## src/rtl/chiplet_types_pkg.sv

```systemverilog
// Shared types for the chiplet endpoint blocks.
//   word_t       : 32-bit bus address / data word
//   strobe_t     : per-byte write strobes for one word
//   arb_state_t  : cache arbiter grant state (IDLE, OWNED)
//   bus_req_t    : one requester's bus beat (ren, wen, addr, wdata, strobe)
package chiplet_types_pkg;

    typedef logic [31:0] word_t;
    typedef logic [3:0]  strobe_t;

    typedef enum logic {
        IDLE  = 1'b0,
        OWNED = 1'b1
    } arb_state_t;

    typedef struct packed {
        logic    ren;
        logic    wen;
        word_t   addr;
        word_t   wdata;
        strobe_t strobe;
    } bus_req_t;

endpackage

```

## src/rtl/rr_pick.sv

```systemverilog
// Round-robin picker: returns the first set bit of mask, searching from ptr
// upward and wrapping modulo NUM_REQ. Purely combinational.
//   ptr   in  IDX_W    highest-priority index
//   mask  in  NUM_REQ  candidate requesters
//   valid out 1        mask has at least one bit set
//   idx   out IDX_W    chosen index (0 when !valid)
module rr_pick #(
    parameter int NUM_REQ = 2,
    parameter int IDX_W   = $clog2(NUM_REQ)
) (
    input  logic [IDX_W-1:0]   ptr,
    input  logic [NUM_REQ-1:0] mask,
    output logic               valid,
    output logic [IDX_W-1:0]   idx
);

    logic [IDX_W-1:0] pos;

    // Walk the offsets from farthest to nearest so the nearest hit to ptr
    // is the last assignment and wins.
    always_comb begin
        valid = 1'b0;
        idx   = '0;
        pos   = '0;
        for (int k = NUM_REQ - 1; k >= 0; k--) begin
            pos = IDX_W'((int'(ptr) + k) % NUM_REQ);
            if (mask[pos]) begin
                valid = 1'b1;
                idx   = pos;
            end
        end
    end

endmodule

```

## src/rtl/cache_arbiter.sv

```systemverilog
// Round-robin arbiter sharing the single-ported word cache between NUM_REQ
// bus requesters. A grant is held across consecutive beats of one requester
// and handed off with no idle bubble after MAX_BURST beats when another
// requester is waiting.
//   clk, n_rst               clock, async active-low reset
//   req_ren/req_wen          per-requester read / write enables
//   req_addr/wdata/strobe    per-requester beat payload
//   req_stall                per-requester stall (1 = beat not accepted)
//   req_rdata                shared read data (= mem_rdata)
//   mem_*                    cache peripheral bus, mem_stall from the cache
//   owner_valid/owner_idx    current grant (idx 0 when no grant)
module cache_arbiter
    import chiplet_types_pkg::*;
#(
    parameter int NUM_REQ   = 2,
    parameter int MAX_BURST = 4,
    parameter int IDX_W     = $clog2(NUM_REQ)
) (
    input  logic                     clk,
    input  logic                     n_rst,
    input  logic [NUM_REQ-1:0]       req_ren,
    input  logic [NUM_REQ-1:0]       req_wen,
    input  logic [NUM_REQ-1:0][31:0] req_addr,
    input  logic [NUM_REQ-1:0][31:0] req_wdata,
    input  logic [NUM_REQ-1:0][3:0]  req_strobe,
    output logic [NUM_REQ-1:0]       req_stall,
    output logic [31:0]              req_rdata,
    output logic                     mem_ren,
    output logic                     mem_wen,
    output logic [31:0]              mem_addr,
    output logic [31:0]              mem_wdata,
    output logic [3:0]               mem_strobe,
    input  logic [31:0]              mem_rdata,
    input  logic                     mem_stall,
    output logic                     owner_valid,
    output logic [IDX_W-1:0]         owner_idx
);

    localparam int             BCW       = $clog2(MAX_BURST + 1);
    localparam logic [BCW-1:0] LAST_BEAT = BCW'(MAX_BURST - 1);

    arb_state_t                state, state_nx;
    logic [IDX_W-1:0]          owner, owner_nx;
    logic [IDX_W-1:0]          rr_ptr, rr_ptr_nx;
    logic [BCW-1:0]            beat_cnt, beat_nx;

    bus_req_t [NUM_REQ-1:0]    req_bus;
    bus_req_t                  sel;
    logic [NUM_REQ-1:0]        req;
    logic [NUM_REQ-1:0]        others;
    logic [IDX_W-1:0]          owner_inc;
    logic                      beat_done;
    logic                      release_grant;
    logic                      acq_vld, ho_vld;
    logic [IDX_W-1:0]          acq_idx, ho_idx;

    for (genvar i = 0; i < NUM_REQ; i++) begin : g_req
        assign req[i]     = req_ren[i] | req_wen[i];
        assign req_bus[i] = '{ren:    req_ren[i],
                               wen:    req_wen[i],
                               addr:   req_addr[i],
                               wdata:  req_wdata[i],
                               strobe: req_strobe[i]};
    end

    assign sel       = req_bus[owner];
    assign owner_inc = (owner == IDX_W'(NUM_REQ - 1)) ? '0 : owner + IDX_W'(1);

    always_comb begin
        others        = req;
        others[owner] = 1'b0;
    end

    assign beat_done = (state == OWNED) && req[owner] && !mem_stall;

    // Release when the owner goes quiet, or when its burst budget is spent
    // and somebody else is waiting. A stalled beat never releases.
    assign release_grant = (state == OWNED) &&
                           (!req[owner] || (beat_done && beat_cnt == LAST_BEAT && ho_vld));

    rr_pick #(.NUM_REQ(NUM_REQ), .IDX_W(IDX_W)) u_pick_acq (
        .ptr   (rr_ptr),
        .mask  (req),
        .valid (acq_vld),
        .idx   (acq_idx)
    );

    rr_pick #(.NUM_REQ(NUM_REQ), .IDX_W(IDX_W)) u_pick_ho (
        .ptr   (owner_inc),
        .mask  (others),
        .valid (ho_vld),
        .idx   (ho_idx)
    );

    // State register
    always_ff @(posedge clk or negedge n_rst) begin
        if (!n_rst) begin
            state    <= IDLE;
            owner    <= '0;
            rr_ptr   <= '0;
            beat_cnt <= '0;
        end else begin
            state    <= state_nx;
            owner    <= owner_nx;
            rr_ptr   <= rr_ptr_nx;
            beat_cnt <= beat_nx;
        end
    end

    // Next-state logic
    always_comb begin
        state_nx  = state;
        owner_nx  = owner;
        rr_ptr_nx = rr_ptr;
        beat_nx   = beat_cnt;
        unique case (state)
            IDLE: begin
                if (acq_vld) begin
                    state_nx = OWNED;
                    owner_nx = acq_idx;
                    beat_nx  = '0;
                end
            end
            OWNED: begin
                if (release_grant) begin
                    rr_ptr_nx = owner_inc;
                    beat_nx   = '0;
                    if (ho_vld) begin
                        owner_nx = ho_idx;    // direct handoff, no IDLE bubble
                    end else begin
                        state_nx = IDLE;
                    end
                end else if (beat_done) begin
                    // Uncontended streams wrap the counter and keep the grant.
                    beat_nx = (beat_cnt == LAST_BEAT) ? '0 : beat_cnt + BCW'(1);
                end
            end
            default: state_nx = IDLE;
        endcase
    end

    // Output logic
    always_comb begin
        mem_ren     = 1'b0;
        mem_wen     = 1'b0;
        mem_addr    = '0;
        mem_wdata   = '0;
        mem_strobe  = '0;
        req_stall   = req;
        owner_valid = 1'b0;
        owner_idx   = '0;
        if (state == OWNED) begin
            mem_ren          = sel.ren;
            mem_wen          = sel.wen;
            mem_addr         = sel.addr;
            mem_wdata        = sel.wdata;
            mem_strobe       = sel.strobe;
            req_stall[owner] = mem_stall;
            owner_valid      = 1'b1;
            owner_idx        = owner;
        end
    end

    assign req_rdata = mem_rdata;

endmodule

```

## config.mk

```make
export PLATFORM = sky130hd
export DESIGN_NAME = cache_arbiter
export DESIGN_NICKNAME = d
export VERILOG_FILES = /design/src/rtl/chiplet_types_pkg.sv /design/src/rtl/rr_pick.sv /design/src/rtl/cache_arbiter.sv
export SDC_FILE = /design/constraint.sdc
export NUM_CORES = 1
export LEC_CHECK = 0
export CAP_MARGIN = 10
export CORE_AREA = 2 2 108 110
export CTS_BUF_LIST = sky130_fd_sc_hd__clkbuf_4 sky130_fd_sc_hd__clkbuf_8
export DETAILED_ROUTE_END_ITERATION = 16
export DIE_AREA = 0 0 110 112
export PLACE_DENSITY = 0.62
export SETUP_SLACK_MARGIN = 0.3
export SLEW_MARGIN = 20
export SYNTH_ARGS = -nofsm -noshare
export SYNTH_HDL_FRONTEND = slang
export SYNTH_HIERARCHICAL = 1
export SYNTH_SLANG_ARGS = --single-unit
export TNS_END_PERCENT = 10
```

## constraint.sdc

```tcl
create_clock -name clk -period 1.7 [get_ports clk]
set_input_delay 0.34 -clock clk [delete_from_list [all_inputs] [get_ports clk]]
set_output_delay 0.34 -clock clk [all_outputs]
set_load 0.01 [all_outputs]
```

## Word level (Yosys, flattened, before mapping)

Cells that the tools add are included.

- Register bits after elaboration: 6
- Bits in latches: 0
- Bits in writable memories: 0
- Bits in read-only memories: 0
- Input bits: 175
- Output and inout bits: 106
- Logic and storage cells: 81
- Memories: 0

- Add/subtract/negate cells: 4
- Multiply operators: 0
- Divide/modulo/power cells: 0
- Magnitude comparators: 6
- Equal/unequal tests: 5
- Shift-type cells: 0
- Multiplexer cells: 45
- Bitwise operators: 5
- Reductions and logical operators: 12

Operator list:

| operator | count |
|---|---|
| $mux 70 | 2 |
| $mux 32 | 2 |
| $mux 1 | 30 |
| $mux 3 | 4 |
| $lt 1x2->1 const B | 5 |
| $logic_and 1x1->1 | 6 |
| $pmux 3 s2 | 1 |
| $mux 4 | 1 |
| $ne 2x1->1 const B | 2 |
| $pmux 1 s2 | 2 |
| $reduce_and 2->1 | 2 |
| $add 1x1->1 const B | 3 |
| $add 3x1->3 const B | 1 |
| $eq 3x2->1 const B | 1 |
| $ne 3x1->1 const B | 1 |
| $reduce_and 3->1 | 1 |
| $and 2x2->2 | 1 |
| $bwmux 2 | 1 |
| $logic_not 1->1 | 2 |
| $mux 2 | 1 |
| $ne 2x2->1 const B | 1 |
| $not 2->2 | 1 |
| $or 1x1->1 | 2 |
| $demux 1 s1 | 1 |
| other kinds (3) | 3 |

## Longest topological paths before layout

Gate-level depths: netlist of the first run.

- Depth after elaboration: 15
- Gate-level depth with buffers: 7
- Mapped depth without buffers: 6

## Cells and area by module

The synthesis of the first run kept the hierarchy.

By module, submodules not included:

| module | times used | cells an instance | area each (um^2) | sequential area each (um^2) |
|---|---|---|---|---|
| cache_arbiter | 1 | 237 | 1761.7 | 150.1 |
| rr_pick | 2 | 3 | 17.5 | 0.0 |

## Worst setup path after synthesis of the first run

Ideal clock, no wire load.

- Path kind: flip-flop to flip-flop
- Start: register owner
- End: register rr_ptr
- Library setup time: 124 ps
- Data arrival time: 1700 ps
- Data required time: 1576 ps
- Slack: -124 ps
- Cell stages (with the launch flop): 8
- Path buffers: 2
- Period minus slack after synthesis: 1824 ps
- Cells stage by stage: dfrtp_1 > buf_4 > buf_4 > nor2_1 > or2_1 > nor4bb_4 > o21ai_1 > a211o_1

- Cells in the longest elaborated chain, start to end: 14
- Elaborated cells on any way between the ends: 26
- Those cells by class: 2 x add/sub; 2 x order compare; 11 x mux; 2 x bitwise; 9 x reduce/logical

RTL lines:

| what | line | source |
|---|---|---|
| start, declared | cache_arbiter.sv:43 | `logic [IDX_W-1:0] owner, owner_nx;` |
| start signal, assigned | cache_arbiter.sv:104 | `owner <= owner_nx;` |
| $lt 1x2->1 (implied by the code) / $ge 1x1->1 (equally long branches) | cache_arbiter.sv:71 | `others[owner] = 1'b0;` |
| $logic_and 1x1->1 (implied by the code) | cache_arbiter.sv:71 |  |
| $mux 1 (implied by the code) | cache_arbiter.sv:71 |  |
| $demux 1 s1 * | cache_arbiter.sv:71 |  |
| $not 2->2 (no source line) * | -- |  |
| $and 2x2->2 (no source line) * | -- |  |
| via others[1] | cache_arbiter.sv:50 | `logic [NUM_REQ-1:0] others;` |
| $mux 1 (implied by the code) (2 in series) | rr_pick.sv:27 | `if (mask[pos]) begin` |
| $mux 1 | rr_pick.sv:27 |  |
| $mux 1 * | rr_pick.sv:27 |  |
| via ho_vld | cache_arbiter.sv:54 | `logic acq_vld, ho_vld;` |
| $logic_and 1x1->1 * | cache_arbiter.sv:79 | `(!req[owner] \|\| (beat_done && beat_cnt == LAST_BEAT && ho_vld));` |
| $logic_or 1x1->1 * | cache_arbiter.sv:79 |  |
| $logic_and 1x1->1 * | cache_arbiter.sv:78 | `assign release_grant = (state == OWNED) &&` |
| $reduce_and 2->1 (no source line) * | -- |  |
| end signal, assigned | cache_arbiter.sv:105 | `rr_ptr <= rr_ptr_nx;` |
| end, declared | cache_arbiter.sv:44 | `logic [IDX_W-1:0] rr_ptr, rr_ptr_nx;` |

Mark *: on every way through the listed nets, which the timed path passes. The rest lies on a longest branch. The select of a mux whose other input is x is not followed.
A chain may end at the register's enable or synchronous reset.

## Worst setup path after layout of the first run

- Start: register owner
- End: output port mem_wdata[18]

- Cells in the longest elaborated chain, start to end: 3

RTL lines:

| what | line | source |
|---|---|---|
| $mux 70 (implied by the code) (2 in series) | cache_arbiter.sv:66 | `assign sel = req_bus[owner];` |
| $mux 32 | cache_arbiter.sv:152 | `if (state == OWNED) begin` |
| end, declared | cache_arbiter.sv:31 | `output logic [31:0] mem_wdata,` |

Every way passes these cells. The select of a mux whose other input is x is not followed.

==> results of run 1 <==
[flip-flops by register name, indices dropped and copies added, names as in the netlist]
signal    flops
rr_ptr        1
beat_cnt      3
owner         1
state         1
[stage by stage]
stage,std cells,instance area (sq um)
5_1_grt,592,4016
6_report,592,4016
3_5_place_dp,577,4013
4_1_cts,592,3973
2_1_floorplan,243,1814
3_3_place_gp,577,4013
[kinds of logic (layout without fill, tap and decap cells)]
kind of cell             Yosys count  count (layout)
AO/OA/AOI/OAI                     19              19
multiplexers                      71              71
flip-flops                         6               6
adder cells (fa/ha/maj)            1               1
buffers and inverters             56             262
AND/OR/NAND/NOR                   90              90
[power by group]
group | internal, mW | switching [mW]
combinational | 2.51 | 2.12
clock | 0.177 | 0.0582
sequential | 0.207 | 0.0657
[layout make-up]
cell class	instances	area, sq um
clock buffers	4	48.80
fillers	1188	7158
inverters	8	30.03
multi-input cells	181	1329
flip-flops and latches	6	155.1
well taps	143	178.9
repair buffers	250	2275
[final timing paths]
| check | start | end | slack, ns | cells past startpoint |
|---|---|---|---|---|
| setup / recovery | owner | mem_wdata[18] | -0.13 | 6 |
| hold / removal | n_rst | owner | 0.37 | 1 |
| setup reg to reg | owner | rr_ptr | -0.13 | 8 |
| hold reg to reg | rr_ptr | rr_ptr | 0.51 | 1 |
| max in group asynchronous | n_rst | owner | 1.08 | 1 |
| min in group clk | rr_ptr | rr_ptr | 0.51 | 1 |
[Yosys cell counts, types with 2 or more instances]
master / count
sky130_fd_sc_hd__buf_1: 7
sky130_fd_sc_hd__nor2_1: 77
sky130_fd_sc_hd__o21a_1: 2
sky130_fd_sc_hd__mux2i_1: 70
sky130_fd_sc_hd__o21ai_1: 2
sky130_fd_sc_hd__inv_1: 7
sky130_fd_sc_hd__a211o_1: 2
sky130_fd_sc_hd__dfrtp_1: 6
sky130_fd_sc_hd__a21oi_1: 2
sky130_fd_sc_hd__nor2b_1: 3
sky130_fd_sc_hd__a21boi_1: 2
sky130_fd_sc_hd__nand2_1: 4
sky130_fd_sc_hd__or2_1: 2
sky130_fd_sc_hd__buf_6: 6
sky130_fd_sc_hd__buf_4: 34
[per-layer routing]
layer	vias up	GRT usage	routed length, microns
li1	1207	-	-
met1	1085	0.1404	3283
met2	124	0.2360	4313
met3	12	0.03689	854
met4	0	0.02110	98
met5	-	0	0
[repair_timing]
action	4_1_cts	5_1_grt
cloned	6	0
gates resized for setup	309	12
hold endpoints to repair	0	0
pin swaps	13	13
setup endpoints to repair	80	79
setup buffers	5	0
[worst max-delay path, delay by kind of cell, from the launching register on]
family,cells,cell delay [ns]
buffers and inverters,4,0.55
flip-flops,1,0.51
multiplexers,1,0.11
AND/OR/NAND/NOR,1,0.10
[layout by cell type (no fill, tap or decap), drive strengths merged, types with 3 or more instances in the layout]
cell	count
nor2b	3
nor2	77
inv	8
buf	107
clkbuf	4
mux2i	70
clkdlybuf4s50	140
dfrtp	6
nand2	4
==> impl_metrics.py, run 1 <==
metrics = {
    "finish": {
        "antenna-diode-count": 0,
        "final_core_utilization": 0.3594,
        "synthToLayoutAreaGrowth_pct": 123.5,
        "share_of_cells_above_drive_strength_1": 0.2851,
        "design.final.nets": 626,
    },
    "clocking": {
        "max_h_tree_level": 1,
        "sink_count": 6,
        "cts-hold-fix-buffers": 0,
        "clock_tree.root_cell": "sky130_fd_sc_hd__clkbuf_8",
        "number_of_buffers_created_by_cts": 3,
        "clk-insertion-delay-late_ns": 0.22,
        "clk_pin_slew_worst_paths_ns": 0.04,
        "cts_tree": "done",
        "cts_max_path_buffers": 2,
    },
    "pwr": {
        "power.ir.vdd_worst_uv": 549.4,
        "total_power_mw": 5.138,
        "pleak_nw": 1.961,
        "power.density_cell_area_nw_per_um2": 1279,
    },
    "status": {
        "run_status": "complete, but fails checks",
        "violations": "setup timing",
    },
    "yosys": {
        "mapped_cell_area_sq_um": 1797,
        "yosysSeqAreaShare": 0.08357,
        "synthFlopType": "sky130_fd_sc_hd__dfrtp_1",
        "synth.top_cells.by_area": "sky130_fd_sc_hd__mux2i_1 (39%), sky130_fd_sc_hd__nor2_1 (16%), sky130_fd_sc_hd__buf_4 (14%)",
        "synth-simple-area-share": 0.2110,
        "number_of_synthesized_register_bits": 6,
        "synth_compound_area_frac": 0.08844,
        "synth_top_family_by_area": "multiplexers",
        "postSynthAreaPerCell_sq_um": 7.394,
        "syn-instance-count": 243,
        "synth-adder-area-share": 0.006964,
        "muxShareOfSynthArea": 0.3962,
        "synthArstFlopShare": 1.000,
        "synth-xor-area-share": 0,
        "yosys.area.top_type_share": 0.3900,
        "synthDistinctLibCells": 32,
        "synth_edf_count": 0,
        "synth-warning-count": 6,
        "syn_nets": 419,
        "post-synth-top-area-cell": "sky130_fd_sc_hd__mux2i_1",
    },
    "sta": {
        "finalSetupTns_ns": -2.558,
        "worst-slew-pin-transition_ns": 0.3595,
        "slew_headroom": 0.7588,
        "rsz0062_at_grt": "yes",
        "fin_crit_sh": 1.075,
        "worst_hold_slack_ns": 0.3704,
        "finalClockSkew_ns": 0.003400,
        "post-route-min-period_ns": 1.827,
        "finalSetupViolations": 54,
        "final_hold_viol_count": 0,
        "max_freq_mhz": 547.4,
        "setup_slack_ns": -0.1268,
        "final_max_slew_viol_count": 0,
    },
    "global_route": {
        "groute.usage.overall": 0.1264,
        "antenna_found_initial": 0,
        "maximum_number_of_pins_on_one_net_before_global_route_repair": 42,
        "grt_pass1_vias": 2359,
        "first_pass_grt_wire_length_microns": 12250,
        "gr-total-overflow": 0,
    },
    "floorplanning": {
        "core.rowCount": 39,
        "die_width_microns": 110,
        "core_area_sq_um": 11170,
        "die_area_sq_um": 12320,
        "initial_core_util": 0.1608,
        "die_y_microns": 112,
        "floorplan.io_pins": 281,
    },
    "run": {
        "number_of_maximum_capacitance_constraint_violations": 0,
    },
    "setup_path": {
        "critical_path_peak_fanout": 6,
        "critPathCaptureType": "primary output",
        "worst_setup_path_start_kind": "flip-flop",
        "critical-path-max-stage-delay_ns": 0.51,
        "crit_chain": "buf_6, buf_12, buf_16, mux2i_1, nor2_1, buf_2",
        "arrival_ns": 1.49,
        "setup.worst_path.class": "flip-flop to primary output",
        "cp_slowest_cell": "sky130_fd_sc_hd__dfrtp_4",
        "worstPathRequired_ns": 1.36,
    },
    "drt": {
        "routed_wirelength_microns": 8550,
        "route.detailed.drc": 0,
        "viasPerCell": 4.101,
        "dr_total_vias": 2428,
        "route.detailed.wl_per_inst_microns": 14.44,
        "final_antenna_net_count": 0,
        "drt_pass_1_iters": 4,
        "detail_route.iter0.violations": 142,
    },
    "place": {
        "placement.io_buffers": 216,
        "half_perimeter_wire_length_of_the_detailed_placement_result_microns": 6588,
        "placement.setup.worst_slack_ns": -0.4047,
        "finalWeightedCongestion": 0.7683,
    },
    "min_path": {
        "hold_path.class": "input pin to async pin",
    },
}
Power figures use the tool's default switching activity.
==> run 2, diff against run 1 <==
--- a/config.mk
+++ b/config.mk
@@ -5,12 +5,13 @@
 export SDC_FILE = /design/constraint.sdc
 export NUM_CORES = 1
 export LEC_CHECK = 0
+export ABC_AREA = 1
 export CAP_MARGIN = 10
-export CORE_AREA = 2 2 108 110
+export CORE_AREA = 2 2 109 111
 export CTS_BUF_LIST = sky130_fd_sc_hd__clkbuf_4 sky130_fd_sc_hd__clkbuf_8
 export DETAILED_ROUTE_END_ITERATION = 16
-export DIE_AREA = 0 0 110 112
-export PLACE_DENSITY = 0.62
+export DIE_AREA = 0 0 111 113
+export PLACE_DENSITY = 0.6
 export SETUP_SLACK_MARGIN = 0.3
 export SLEW_MARGIN = 20
 export SYNTH_ARGS = -nofsm -noshare
==> impl_metrics.py, run 2 <==
metrics = {
    "status": {
        "run_status": "complete, but fails checks",
        "violations": "setup timing",
    },
    "yosys": {
        "yosys.area.top_type_share": 0.3336,
        "synthArstFlopShare": 1.000,
        "synth.top_cells.by_area": "sky130_fd_sc_hd__nand2_1 (33%), sky130_fd_sc_hd__nand3_1 (22%), sky130_fd_sc_hd__buf_4 (15%)",
        "synthFlopType": "sky130_fd_sc_hd__dfrtp_1",
        "yosysSeqAreaShare": 0.08553,
        "yosysMostFrequentCell": "sky130_fd_sc_hd__nand2_1",
        "most_used_standard_cells_in_the_synthesized_netlist": "sky130_fd_sc_hd__nand2_1 (156), sky130_fd_sc_hd__nand3_1 (77), sky130_fd_sc_hd__buf_4 (34)",
        "synthDistinctLibCells": 21,
        "post-synth-top-area-cell": "sky130_fd_sc_hd__nand2_1",
        "number_of_synthesized_register_bits": 6,
        "syn_nets": 515,
        "mapped_cell_area_sq_um": 1755,
        "postSynthAreaPerCell_sq_um": 5.178,
        "synth_edf_count": 0,
        "syn-instance-count": 339,
        "synth-warning-count": 6,
    },
    "global_route": {
        "grt_pass1_vias": 2786,
        "groute.usage.overall": 0.1238,
        "antenna_found_initial": 0,
        "maximum_number_of_pins_on_one_net_before_global_route_repair": 41,
        "gr-total-overflow": 0,
        "first_pass_grt_wire_length_microns": 13160,
    },
    "drt": {
        "dr_total_vias": 2927,
        "drt_pass_1_iters": 6,
        "route.detailed.wl_per_inst_microns": 14.93,
        "final_antenna_net_count": 0,
        "route.detailed.drc": 0,
        "routed_wirelength_microns": 10140,
        "detail_route.iter0.violations": 76,
        "viasPerCell": 4.311,
    },
    "sta": {
        "worst_hold_slack_ns": 0.3562,
        "finalSetupTns_ns": -0.04995,
        "rsz0062_at_grt": "yes",
        "slew_headroom": 0.8210,
        "max_freq_mhz": 579.8,
        "final_max_slew_viol_count": 0,
        "finalSetupViolations": 6,
        "post-route-min-period_ns": 1.725,
        "worst-slew-pin-transition_ns": 0.2677,
        "fin_crit_sh": 1.015,
        "finalClockSkew_ns": 0.001183,
        "setup_slack_ns": -0.02467,
        "final_hold_viol_count": 0,
    },
    "finish": {
        "filler_cell_count": 1211,
        "multi_input_area_sq_um": 1190,
        "final_design_area_no_fill_sq_um": 4061,
        "most_frequent_standard_cell_in_the_layout_excluding_fill_and_tap_cells": "sky130_fd_sc_hd__nand2_1",
        "regMostFlops": "beat_cnt",
        "design.final.nets": 713,
        "antenna-diode-count": 0,
        "synthToLayoutAreaGrowth_pct": 131.4,
        "most_used_cells_in_the_layout_excluding_fill_and_tap_cells": "sky130_fd_sc_hd__nand2_1 (150), sky130_fd_sc_hd__clkdlybuf4s50_1 (138), sky130_fd_sc_hd__nand3_1 (76), sky130_fd_sc_hd__buf_2 (50), sky130_fd_sc_hd__clkdlybuf4s15_2 (21)",
        "number_of_flip_flops_in_the_largest_register": 3,
        "share_of_cells_above_drive_strength_1": 0.2612,
        "area.sequential_sq_um": 152.6,
    },
    "setup_path": {
        "critPathCaptureType": "primary output",
        "r2r_slack_ns": 0.25,
        "r2r-start": "owner",
        "crit_path_frequent_cell": "sky130_fd_sc_hd__nand2_2",
        "critical_path.reg2reg.endpoint": "owner",
        "critical_path_peak_fanout": 7,
        "cp_slowest_cell": "sky130_fd_sc_hd__dfrtp_2",
        "critPathLaunch": "owner",
        "arrival_ns": 1.38,
        "worstPathRequired_ns": 1.36,
        "critical-path-max-stage-delay_ns": 0.43,
        "crit_chain": "nand2_2, inv_8, buf_12, nand2_1, nand2_2, clkdlybuf4s15_2",
        "setup.worst_path.class": "flip-flop to primary output",
        "timing.reg2reg.worst_path_depth": 9,
        "endpoint": "mem_addr[24]",
        "worst_setup_path_start_kind": "flip-flop",
    },
    "clocking": {
        "max_h_tree_level": 1,
        "cts_tree": "done",
        "number_of_buffers_created_by_cts": 3,
        "cts_max_path_buffers": 2,
        "sink_count": 6,
        "clock_tree.root_cell": "sky130_fd_sc_hd__clkbuf_8",
        "clk-insertion-delay-late_ns": 0.22,
        "clk_pin_slew_worst_paths_ns": 0.04,
    },
    "floorplanning": {
        "core.rowCount": 39,
        "die_area_sq_um": 12540,
        "core_area_sq_um": 11270,
        "floorplan.io_pins": 281,
        "die_y_microns": 113,
        "die_width_microns": 111,
        "initial_core_util": 0.1557,
    },
    "pwr": {
        "power.density_cell_area_nw_per_um2": 1373,
        "power.ir.vdd_worst_uv": 486.6,
        "pleak_nw": 2.037,
    },
    "run": {
        "number_of_maximum_capacitance_constraint_violations": 0,
    },
    "place": {
        "finalWeightedCongestion": 0.8203,
        "detailed_place.area_sq_um": 3945,
        "half_perimeter_wire_length_of_the_detailed_placement_result_microns": 6940,
        "placement.setup.worst_slack_ns": -0.3912,
        "placement.io_buffers": 216,
    },
    "min_path": {
        "hold_path.class": "input pin to async pin",
    },
}
## run 2: critical path, delay by kind of cell, from the launching register on
| kind | cells | cell delay (ns) |
|---|---|---|
| and+or+nand+nor | 3 | 0.29 |
| buffers and inverters | 3 | 0.44 |
| DFF | 1 | 0.43 |
## run 2: logic make-up (layout without fill, tap and decap cells)
logic type | count (synthesis) | in the layout | share of synthesized area
AND/OR/NAND/NOR | 253 | 253 | 0.6201
flip-flops | 6 | 6 | 0.08553
adder cells (fa/ha/maj) | 1 | 1 | 0.007126
buffers and inverters | 70 | 267 | 0.2580
AO/OA/AOI/OAI | 9 | 9 | 0.02922
## run 2: layout make-up
type / instances / area share
Tap cell: 143 / 0.04405
Inverter: 14 / 0.01602
Multi-Input combinational cell: 263 / 0.2930
Sequential cell: 6 / 0.03758
Timing Repair Buffer: 249 / 0.5974
Clock buffer: 4 / 0.01201
## run 2: worst min-delay path by stage
stage	from	to	cells after the start
floorplan	n_rst	beat_cnt[0]	0
global placement	rr_ptr	rr_ptr	2
detailed placement	rr_ptr	rr_ptr	2
CTS	n_rst	beat_cnt[0]	1
global route	n_rst	beat_cnt[2]	1
finish	n_rst	beat_cnt[0]	1
## run 2: repair_timing
action                     CTS  global route
cloned                       0             9
hold buffers                 0             0
gates resized for setup    295            19
setup endpoints to repair   80            80
buffers inserted             0             1
pin swaps                   13             8
## run 2: report_power, final
part	internal (mW)	switching, mW
combinational	2.45	2.63
clock	0.178	0.0668
sequential	0.202	0.0492
## run 2: metal layers
layer,GRT usage,share of wire,wire (microns),up-vias
met5,0,0,0,-
met4,0.02833,0.014,139,0
li1,-,-,-,1436
met3,0.04178,0.087,884,22
met2,0.2429,0.50,5070,163
met1,0.1264,0.40,4044,1306
## run 2: through the flow
stage	power [mW]	utilization	std cells
final	5.577	0.3603	679
after global routing	6.070	0.3603	679
after CTS	4.914	0.3387	669
after detailed placement	5.200	0.3500	665
after global placement	5.144	0.3500	665
after floorplan	2.640	-	339
